File: config.mk
export PLATFORM = sky130hd
export DESIGN_NAME = multicycle_control_flat
export DESIGN_NICKNAME = d
export VERILOG_FILES = /design/src/rtl/multicycle_control_if.sv /design/src/rtl/multicycle_control.sv /design/src/flat_wrapper.sv
export SDC_FILE = /design/constraint.sdc
export NUM_CORES = 1
export LEC_CHECK = 0
export ABC_AREA = 1
export BUFFER_PORTS_ARGS = -buffer_cell sky130_fd_sc_hd__buf_2
export CORE_UTILIZATION = 35
export CTS_BUF_LIST = sky130_fd_sc_hd__clkbuf_2 sky130_fd_sc_hd__clkbuf_4 sky130_fd_sc_hd__clkbuf_8
export DETAILED_ROUTE_END_ITERATION = 7
export MAX_ROUTING_LAYER = met4
export PLACE_DENSITY = 0.67
export SETUP_SLACK_MARGIN = 0.15
export SYNTH_ARGS = -nofsm -noshare
export SYNTH_HDL_FRONTEND = slang
export SYNTH_SLANG_ARGS = --single-unit
File: constraint.sdc
create_clock -name clk -period 1 [get_ports clk]
set_input_delay 0.2 -clock clk [delete_from_list [all_inputs] [get_ports clk]]
set_output_delay 0.2 -clock clk [all_outputs]
set_load 0.01 [all_outputs]
File: src/rtl/multicycle_control_if.sv
// Control bus between the multicycle main FSM and the datapath it steers.
// The master side is the controller: it observes the instruction opcode and
// the memory ready flag, and drives every datapath enable and mux select.
interface multicycle_control_if;

    // Inputs to the controller
    logic [5:0] opcode;         // instruction bits [31:26] from the IR
    logic       mem_ready;      // memory has completed the current access

    // Controller outputs
    logic       pc_write;       // unconditional PC load
    logic       pc_write_cond;  // PC load qualified by ALU zero outside
    logic       i_or_d;         // memory address: 0 = PC, 1 = ALUOut
    logic       mem_read;       // memory read request
    logic       mem_write;      // memory write request
    logic       ir_write;       // instruction register load
    logic       mem_to_reg;     // reg write data: 1 = MDR, 0 = ALUOut
    logic       reg_dst;        // destination: 1 = rd, 0 = rt
    logic       reg_write;      // register file write enable
    logic       alu_src_a;      // ALU A: 0 = PC, 1 = register A
    logic [1:0] alu_src_b;      // ALU B: B / 4 / imm / imm<<2
    logic [1:0] alu_op;         // 00 add, 01 subtract, 10 decode funct
    logic [1:0] pc_source;      // 00 ALU result, 01 ALUOut, 10 jump target
    logic       instr_done;     // one-cycle pulse when an instruction retires
    logic       illegal_op;     // one-cycle pulse on an unsupported opcode
    logic [3:0] state;          // current FSM state, for debug

    modport master (
        input  opcode,
        input  mem_ready,
        output pc_write,
        output pc_write_cond,
        output i_or_d,
        output mem_read,
        output mem_write,
        output ir_write,
        output mem_to_reg,
        output reg_dst,
        output reg_write,
        output alu_src_a,
        output alu_src_b,
        output alu_op,
        output pc_source,
        output instr_done,
        output illegal_op,
        output state
    );

    modport slave (
        output opcode,
        output mem_ready,
        input  pc_write,
        input  pc_write_cond,
        input  i_or_d,
        input  mem_read,
        input  mem_write,
        input  ir_write,
        input  mem_to_reg,
        input  reg_dst,
        input  reg_write,
        input  alu_src_a,
        input  alu_src_b,
        input  alu_op,
        input  pc_source,
        input  instr_done,
        input  illegal_op,
        input  state
    );

endinterface

File: src/rtl/multicycle_control.sv
// Main control FSM for the multicycle MIPS datapath.
// One instruction at a time is walked through fetch, decode, execute, memory
// and writeback. Outputs are a Moore decode of the state register, except the
// FETCH load enables and the MEMWR retire pulse, which follow mem_ready so a
// stalled access commits nothing until memory reports completion.
module multicycle_control (
    input  logic                   clk,
    input  logic                   reset,
    multicycle_control_if.master   bus
);

    // Opcodes understood by the controller
    localparam logic [5:0] OP_RTYPE = 6'b000000;
    localparam logic [5:0] OP_LW    = 6'b100011;
    localparam logic [5:0] OP_SW    = 6'b101011;
    localparam logic [5:0] OP_BEQ   = 6'b000100;
    localparam logic [5:0] OP_J     = 6'b000010;
    localparam logic [5:0] OP_ADDI  = 6'b001000;

    // ALU B source selects
    localparam logic [1:0] SRCB_REG   = 2'b00;
    localparam logic [1:0] SRCB_FOUR  = 2'b01;
    localparam logic [1:0] SRCB_IMM   = 2'b10;
    localparam logic [1:0] SRCB_IMMSH = 2'b11;

    // ALU operation classes
    localparam logic [1:0] ALUOP_ADD   = 2'b00;
    localparam logic [1:0] ALUOP_SUB   = 2'b01;
    localparam logic [1:0] ALUOP_FUNCT = 2'b10;

    // PC source selects
    localparam logic [1:0] PCSRC_ALU    = 2'b00;
    localparam logic [1:0] PCSRC_ALUOUT = 2'b01;
    localparam logic [1:0] PCSRC_JUMP   = 2'b10;

    // Encodings 13..15 are unused and recover to FETCH
    typedef enum logic [3:0] {
        S_IDLE    = 4'd0,
        S_FETCH   = 4'd1,
        S_DECODE  = 4'd2,
        S_MEMADR  = 4'd3,
        S_MEMRD   = 4'd4,
        S_MEMWB   = 4'd5,
        S_MEMWR   = 4'd6,
        S_EXEC    = 4'd7,
        S_RWB     = 4'd8,
        S_BRANCH  = 4'd9,
        S_JUMP    = 4'd10,
        S_ADDI_EX = 4'd11,
        S_ADDI_WB = 4'd12
    } state_e;

    // Map an opcode to the state that follows DECODE; FETCH marks an
    // unsupported opcode, which the caller flags as illegal.
    function automatic state_e decode_target(input logic [5:0] op);
        state_e tgt;
        case (op)
            OP_LW:    tgt = S_MEMADR;
            OP_SW:    tgt = S_MEMADR;
            OP_RTYPE: tgt = S_EXEC;
            OP_BEQ:   tgt = S_BRANCH;
            OP_J:     tgt = S_JUMP;
            OP_ADDI:  tgt = S_ADDI_EX;
            default:  tgt = S_FETCH;
        endcase
        return tgt;
    endfunction

    state_e state_q;
    state_e state_d;

    // Combinational output values before they are placed on the bus
    logic       pc_write_s;
    logic       pc_write_cond_s;
    logic       i_or_d_s;
    logic       mem_read_s;
    logic       mem_write_s;
    logic       ir_write_s;
    logic       mem_to_reg_s;
    logic       reg_dst_s;
    logic       reg_write_s;
    logic       alu_src_a_s;
    logic [1:0] alu_src_b_s;
    logic [1:0] alu_op_s;
    logic [1:0] pc_source_s;
    logic       instr_done_s;
    logic       illegal_op_s;

    // State register with synchronous reset to IDLE
    always_ff @(posedge clk) begin
        if (reset) begin
            state_q <= S_IDLE;
        end else begin
            state_q <= state_d;
        end
    end

    // Next-state selection; memory states hold until mem_ready is seen
    always_comb begin
        state_d = state_q;
        case (state_q)
            S_IDLE: begin
                state_d = S_FETCH;
            end
            S_FETCH: begin
                if (bus.mem_ready) begin
                    state_d = S_DECODE;
                end else begin
                    state_d = S_FETCH;
                end
            end
            S_DECODE: begin
                state_d = decode_target(bus.opcode);
            end
            S_MEMADR: begin
                // Only lw/sw reach here; anything else restarts the fetch
                if (bus.opcode == OP_LW) begin
                    state_d = S_MEMRD;
                end else if (bus.opcode == OP_SW) begin
                    state_d = S_MEMWR;
                end else begin
                    state_d = S_FETCH;
                end
            end
            S_MEMRD: begin
                if (bus.mem_ready) begin
                    state_d = S_MEMWB;
                end else begin
                    state_d = S_MEMRD;
                end
            end
            S_MEMWB: begin
                state_d = S_FETCH;
            end
            S_MEMWR: begin
                if (bus.mem_ready) begin
                    state_d = S_FETCH;
                end else begin
                    state_d = S_MEMWR;
                end
            end
            S_EXEC: begin
                state_d = S_RWB;
            end
            S_RWB: begin
                state_d = S_FETCH;
            end
            S_BRANCH: begin
                state_d = S_FETCH;
            end
            S_JUMP: begin
                state_d = S_FETCH;
            end
            S_ADDI_EX: begin
                state_d = S_ADDI_WB;
            end
            S_ADDI_WB: begin
                state_d = S_FETCH;
            end
            default: begin
                state_d = S_FETCH;
            end
        endcase
    end

    // Output decode: every signal defaults low, each state raises its own set
    always_comb begin
        pc_write_s      = 1'b0;
        pc_write_cond_s = 1'b0;
        i_or_d_s        = 1'b0;
        mem_read_s      = 1'b0;
        mem_write_s     = 1'b0;
        ir_write_s      = 1'b0;
        mem_to_reg_s    = 1'b0;
        reg_dst_s       = 1'b0;
        reg_write_s     = 1'b0;
        alu_src_a_s     = 1'b0;
        alu_src_b_s     = SRCB_REG;
        alu_op_s        = ALUOP_ADD;
        pc_source_s     = PCSRC_ALU;
        instr_done_s    = 1'b0;
        illegal_op_s    = 1'b0;
        case (state_q)
            S_IDLE: begin
                pc_write_s = 1'b0;
            end
            S_FETCH: begin
                // PC+4 goes through the ALU; IR and PC load only on completion
                mem_read_s  = 1'b1;
                i_or_d_s    = 1'b0;
                alu_src_a_s = 1'b0;
                alu_src_b_s = SRCB_FOUR;
                alu_op_s    = ALUOP_ADD;
                pc_source_s = PCSRC_ALU;
                ir_write_s  = bus.mem_ready;
                pc_write_s  = bus.mem_ready;
            end
            S_DECODE: begin
                // Branch target precomputed into ALUOut while registers read
                alu_src_a_s = 1'b0;
                alu_src_b_s = SRCB_IMMSH;
                alu_op_s    = ALUOP_ADD;
                if (decode_target(bus.opcode) == S_FETCH) begin
                    illegal_op_s = 1'b1;
                end else begin
                    illegal_op_s = 1'b0;
                end
            end
            S_MEMADR: begin
                alu_src_a_s = 1'b1;
                alu_src_b_s = SRCB_IMM;
                alu_op_s    = ALUOP_ADD;
            end
            S_MEMRD: begin
                mem_read_s = 1'b1;
                i_or_d_s   = 1'b1;
            end
            S_MEMWB: begin
                reg_write_s  = 1'b1;
                mem_to_reg_s = 1'b1;
                reg_dst_s    = 1'b0;
                instr_done_s = 1'b1;
            end
            S_MEMWR: begin
                // The store retires in the cycle memory accepts it
                mem_write_s  = 1'b1;
                i_or_d_s     = 1'b1;
                instr_done_s = bus.mem_ready;
            end
            S_EXEC: begin
                alu_src_a_s = 1'b1;
                alu_src_b_s = SRCB_REG;
                alu_op_s    = ALUOP_FUNCT;
            end
            S_RWB: begin
                reg_write_s  = 1'b1;
                reg_dst_s    = 1'b1;
                mem_to_reg_s = 1'b0;
                instr_done_s = 1'b1;
            end
            S_BRANCH: begin
                alu_src_a_s     = 1'b1;
                alu_src_b_s     = SRCB_REG;
                alu_op_s        = ALUOP_SUB;
                pc_write_cond_s = 1'b1;
                pc_source_s     = PCSRC_ALUOUT;
                instr_done_s    = 1'b1;
            end
            S_JUMP: begin
                pc_write_s   = 1'b1;
                pc_source_s  = PCSRC_JUMP;
                instr_done_s = 1'b1;
            end
            S_ADDI_EX: begin
                alu_src_a_s = 1'b1;
                alu_src_b_s = SRCB_IMM;
                alu_op_s    = ALUOP_ADD;
            end
            S_ADDI_WB: begin
                reg_write_s  = 1'b1;
                reg_dst_s    = 1'b0;
                mem_to_reg_s = 1'b0;
                instr_done_s = 1'b1;
            end
            default: begin
                pc_write_s = 1'b0;
            end
        endcase
    end

    assign bus.pc_write      = pc_write_s;
    assign bus.pc_write_cond = pc_write_cond_s;
    assign bus.i_or_d        = i_or_d_s;
    assign bus.mem_read      = mem_read_s;
    assign bus.mem_write     = mem_write_s;
    assign bus.ir_write      = ir_write_s;
    assign bus.mem_to_reg    = mem_to_reg_s;
    assign bus.reg_dst       = reg_dst_s;
    assign bus.reg_write     = reg_write_s;
    assign bus.alu_src_a     = alu_src_a_s;
    assign bus.alu_src_b     = alu_src_b_s;
    assign bus.alu_op        = alu_op_s;
    assign bus.pc_source     = pc_source_s;
    assign bus.instr_done    = instr_done_s;
    assign bus.illegal_op    = illegal_op_s;
    assign bus.state         = state_q;

endmodule

File: src/flat_wrapper.sv
// flat-port wrapper written by rule: the top's interface ports become plain ports
module multicycle_control_flat 
  (clk, reset, bus_opcode, bus_mem_ready, bus_pc_write, bus_pc_write_cond, bus_i_or_d, bus_mem_read, bus_mem_write, bus_ir_write, bus_mem_to_reg, bus_reg_dst, bus_reg_write, bus_alu_src_a, bus_alu_src_b, bus_alu_op, bus_pc_source, bus_instr_done, bus_illegal_op, bus_state);
  multicycle_control_if bus_i ();
  input  logic clk;
  input  logic reset;
  input wire logic [$bits(bus_i.opcode)-1:0] bus_opcode;
  input wire logic [$bits(bus_i.mem_ready)-1:0] bus_mem_ready;
  output wire logic [$bits(bus_i.pc_write)-1:0] bus_pc_write;
  output wire logic [$bits(bus_i.pc_write_cond)-1:0] bus_pc_write_cond;
  output wire logic [$bits(bus_i.i_or_d)-1:0] bus_i_or_d;
  output wire logic [$bits(bus_i.mem_read)-1:0] bus_mem_read;
  output wire logic [$bits(bus_i.mem_write)-1:0] bus_mem_write;
  output wire logic [$bits(bus_i.ir_write)-1:0] bus_ir_write;
  output wire logic [$bits(bus_i.mem_to_reg)-1:0] bus_mem_to_reg;
  output wire logic [$bits(bus_i.reg_dst)-1:0] bus_reg_dst;
  output wire logic [$bits(bus_i.reg_write)-1:0] bus_reg_write;
  output wire logic [$bits(bus_i.alu_src_a)-1:0] bus_alu_src_a;
  output wire logic [$bits(bus_i.alu_src_b)-1:0] bus_alu_src_b;
  output wire logic [$bits(bus_i.alu_op)-1:0] bus_alu_op;
  output wire logic [$bits(bus_i.pc_source)-1:0] bus_pc_source;
  output wire logic [$bits(bus_i.instr_done)-1:0] bus_instr_done;
  output wire logic [$bits(bus_i.illegal_op)-1:0] bus_illegal_op;
  output wire logic [$bits(bus_i.state)-1:0] bus_state;
  assign bus_i.opcode = bus_opcode;
  assign bus_i.mem_ready = bus_mem_ready;
  assign bus_pc_write = bus_i.pc_write;
  assign bus_pc_write_cond = bus_i.pc_write_cond;
  assign bus_i_or_d = bus_i.i_or_d;
  assign bus_mem_read = bus_i.mem_read;
  assign bus_mem_write = bus_i.mem_write;
  assign bus_ir_write = bus_i.ir_write;
  assign bus_mem_to_reg = bus_i.mem_to_reg;
  assign bus_reg_dst = bus_i.reg_dst;
  assign bus_reg_write = bus_i.reg_write;
  assign bus_alu_src_a = bus_i.alu_src_a;
  assign bus_alu_src_b = bus_i.alu_src_b;
  assign bus_alu_op = bus_i.alu_op;
  assign bus_pc_source = bus_i.pc_source;
  assign bus_instr_done = bus_i.instr_done;
  assign bus_illegal_op = bus_i.illegal_op;
  assign bus_state = bus_i.state;
  multicycle_control u_core (.clk(clk), .reset(reset), .bus(bus_i));
endmodule
Word-level counts from Yosys, hierarchy flattened
Index checks and enable logic that the tools add are counted.

Memories kept: 0. Bits in read-only memories: 0. Bits in writable memories: 0. Input port bits: 9. Output and inout port bits: 22. Flip-flop bits (word level): 4. Logic and storage cells: 51. Bits in latches: 0.

Multiply operators: 0. Reductions and logical operators: 8. Bitwise operators: 0. Div/mod/pow operators: 0. Add/sub/neg operators: 0. Order comparisons: 0. Shift-type cells: 0. Mux-type cells: 24. Equality and inequality tests: 18.

Operators by type and width (number): one-hot mux 4 bit (7 select lines) (1); equality test 4 bit (second input constant) (5); one-hot mux 4 bit (5 select lines) (1); equality test 4 x 3 -> 1 bit (second input constant) (4); equality test 6 bit (second input constant) (2); 2-to-1 mux 1 bit (12); equality test 4 x 1 -> 1 bit (second input constant) (2); equality test 4 x 2 -> 1 bit (second input constant) (2); 2-to-1 mux 4 bit (2); one-hot mux 2 bit (2 select lines) (2); OR reduction 2 bit (4); equality test 6 x 2 -> 1 bit (second input constant) (1); equality test 6 x 3 -> 1 bit (second input constant) (1); equality test 6 x 4 -> 1 bit (second input constant) (1); logical NOT 6 bit (1); 2-to-1 mux 3 bit (2); one-hot mux 2 bit (3 select lines) (1); OR reduction 5 bit (1); one-hot mux 1 bit (2 select lines) (2); OR reduction 4 bit (1); OR reduction 3 bit (1); 2-to-1 mux 2 bit (1).

Longest topological paths before layout
Word-level depth: 7. Gate-level depth with buffers: 9. Depth with buffers taken out: 9.

Worst setup path after synthesis
OpenSTA, ideal clock, no wires.

Path type: register to output. Start: reg u_core.state_q[0], in the netlist u_core.bus.state[0]. End: out bus_instr_done. Data required time: 0.800 ns. Arrival time: 1.119 ns. Setup slack: -0.319 ns. Stages on the path, launching flop included: 5. Buffers on the path: 0. Cells stage by stage: dfxtp_1 nand2_1 nor2_1 nor2_1 o211ai_1.

Cells in the longest elaborated chain, start to end: 3. Elaborated cells on any way between the ends: 8. Those cells by class: 6 x eq/ne; 1 x mux; 1 x reduce/logical.

Ends and longest elaborated chain: from (decl) (RTL line multicycle_control.sv:69) `state_e state_q;`; from (signal assigned) (RTL line multicycle_control.sv:94) `state_q <= state_d;`; equality test 4 x 3 -> 1 bit / equality test 4 bit (equally long branches) (RTL line multicycle_control.sv:183) `case (state_q)`; OR reduction 5 bit (no line); one-hot mux 1 bit (2 select lines) (*) (RTL line multicycle_control.sv:183); to (decl) (RTL line flat_wrapper.sv:22) `output wire logic [$bits(bus_i.instr_done)-1:0] bus_instr_done;`.

Mark *: on every way between the ends. The rest lies on a longest branch, timed or not.

Worst setup path after layout
Start: reg u_core.state_q[1], in the netlist u_core.bus.state[1]. End: out bus_instr_done.

The elaborated chain is that of the path after synthesis.

==> results.md <==
* Status: finished, violations left
* Failing checks: negative setup slack
* Number of flops mapped to enable cells by yosys at 0
* Clock buffer depth at 2
* Fin util at 0.838
* Register share of total power at 0.233
* Max-slew headroom at 0.877
* Min-Delay Path Class: input pin to flip-flop
* Clock slew at reported path FFs at 0.04 ns
* Max rail drop VDD at 0.622 mV
* Share of layout cells above drive strength 1 at 0.619
* Post-Synth XOR/XNOR Area at 0
* Post-route ant nets at 0
* Setup TNS at -7.51 ns
* Layout Skew at 0.000778 ns
* Post-synthesis simple-gate area fraction at 0.602
* Family with the most delay on the worst path: buffers and inverters
* CP Data Required Time at 0.80 ns
* Ports at 31
* Initial antenna violation count at 0
* Hpwl dp at 1280 µm
* Port bufs at 30
* Total grt overflow at 0
* Num CTS Buffers at 3
* Initial drt markers at 14
* Area Overhead vs Synth at 121%
* Die span in y at 39.8 µm
* Pins Over Slew Limit at 0
* Worst Tran Pin Value at 0.183 ns
* P_int at 0.000516 W
* CTS tree: yes
* Slowest CP cell: dfxtp_4
* Chip width at 39.8 µm
* Post-Synth Adder-Cell Area at 0
* Top cells by area, synth: nor2_1, nand2_1, dfxtp_1
* Type of destination of the critical path: primary output
* Max cap viols at 0
* Clock Root Buffer: clkbuf_4
* DR vias at 860
* Setup crit start kind: flip-flop
* Vias in the first global route at 725
* Unrepaired setup endpoints after global routing: true
* Floorplan core area at 1320 µm²
* Synthesized area at 500 µm²
* Global-route wire length before repair at 2970 µm
* WL final at 2220 µm
* Via/cell ratio at 4.91
* Max FO, Critical Path at 5
* Max reg flops at 4
* Top_reg_cell synth: dfxtp_1
* WP buf/inv at 4
* Pwr/cell area at 705 nW/µm²
* Area share of the largest cell type after synthesis at 0.202
* Cells after synthesis at 98
* Leak Pwr at 0.625 nW
* Crit path kind: flip-flop to primary output
* Fin. Hold Viols at 0
* Slowest stage delay, CP at 0.38 ns
* Largest net degree at the start of global routing at 6
* Pre-Repair DR Iteration Count at 4
* Final setup violating endpoints at 24
* Psw at 0.000262 W
* # diodes at 0
* Final worst slack at -0.466 ns
* Post-synth top cells: nor2_1, nand2_1, inv_1, inv_2, nand3_1
* Sequential area share after synthesis at 0.160
* FMAX at 0.682 GHz
* Distinct cell type count after synthesis at 18
* Synth area leader: nor2_1
* YS warnings at 0
* Cells along the critical path: inv_2 > buf_6 > buf_4 > o211ai_1 > buf_2
* # DRC at 0
* Main combinational cell family by area after synthesis: simple AND/OR/NAND/NOR gates
* Final Power at 0.000778 W
* Synthesized net count at 107
* Top-count cell post-synth: nor2_1
* Crit path arrival time at 1.27 ns
* Seq cells post-synth at 4
* Synth Area in Compound Gates at 0.0875
* Crit share post-route at 1.47
* Initial Utilization at 0.380
* GRT Resource Usage Total at 0.290
* Logic gate share of total power at 0.460
* Final Hold Slack at 0.179 ns
* Worst skew pair latency at 0.23 ns
* Wirelength per Cell at 12.7 µm
* Mux contribution to synthesized area at 0
* Async set-or-reset flop fraction in the synthesized netlist at 0
* Hold-fix buffers, CTS at 0
* Clock group share of total power at 0.307
* Sw Share at 0.336
* Clock sinks at 4
* Fin nets at 170
* Final Wtd Congestion at 0.796
* Minimum clock period after layout at 1.47 ns
* H-tree lvl count at 1
* Die Area at 1590 µm²
* Avg Inst Size Synth at 5.11 µm²
* Row count at 13
worst paths after layout:
kind,slack (ns),startpoint,endpoint,cells after the start
max,-0.47,u_core.bus.state[1],bus_instr_done,5
min,0.18,reset,u_core.bus.state[3],2
max reg2reg,-0.36,u_core.bus.state[1],u_core.bus.state[0],10
min reg2reg,0.68,u_core.bus.state[1],u_core.bus.state[1],4
cell usage in the layout, fill, tap and decap left out, drive strengths merged:
| cell | instances |
|---|---|
| buf | 60 |
| nor2 | 31 |
| nand2 | 29 |
| inv | 16 |
| nand3 | 5 |
| clkbuf | 4 |
| dfxtp | 4 |
| a21oi | 4 |
| o21ai | 2 |
| and2 | 1 |
| nor3 | 1 |
| a31oi | 1 |
| o211ai | 1 |
| nand3b | 1 |
power groups by stage:
stage / sequential, W / clock [W] / combinational [W]
after global routing: 0.000182 / 0.000269 / 0.000384
after detailed placement: 0.000177 / 0 / 0.000241
after global placement: 0.000177 / 0 / 0.000237
final: 0.000181 / 0.000239 / 0.000358
after floorplan: 0.000183 / 0 / 0.000122
after CTS: 0.000178 / 0.000245 / 0.000313
kinds of logic after synthesis:
logic type,Yosys count
DFF,4
AOI/OAI and AO/OA,8
and+or+nand+nor,68
buffers and inverters,18
final cells by class:
cell class                      instances  area (µm²)
Multi-Input combinational cell         76         450
Tap cell                               15        18.8
Timing Repair Buffer                   60         442
Fill cell                              93         214
Inverter                               16        67.6
Clock buffer                            4        30.0
Sequential cell                         4        95.1
routing by layer:
metal	share of wire	up-vias	routed length (µm)	global-route usage
met4	0.023	0	50	0.112
met2	0.55	44	1220	0.533
met1	0.39	383	874	0.304
met3	0.035	8	77	0.0455
li1	-	425	-	-
met5	0	-	0	-
what timing repair did:
action,CTS,global route
endpoints found under the setup margin,26,26
buffers inserted,6,3
pin swaps,8,7
gates resized for setup,21,7
stage by stage:
stage / std cells / cell area, µm² / worst slack [ns]
4_1_cts: 172 / 1050 / -0.438
2_1_floorplan: 98 / 581 / -0.169
3_5_place_dp: 162 / 885 / -0.261
6_report: 175 / 1100 / -0.466
3_3_place_gp: 162 / 885 / -0.244
5_1_grt: 175 / 1100 / -0.562
Note: power is estimated with default switching activity, not from simulation.
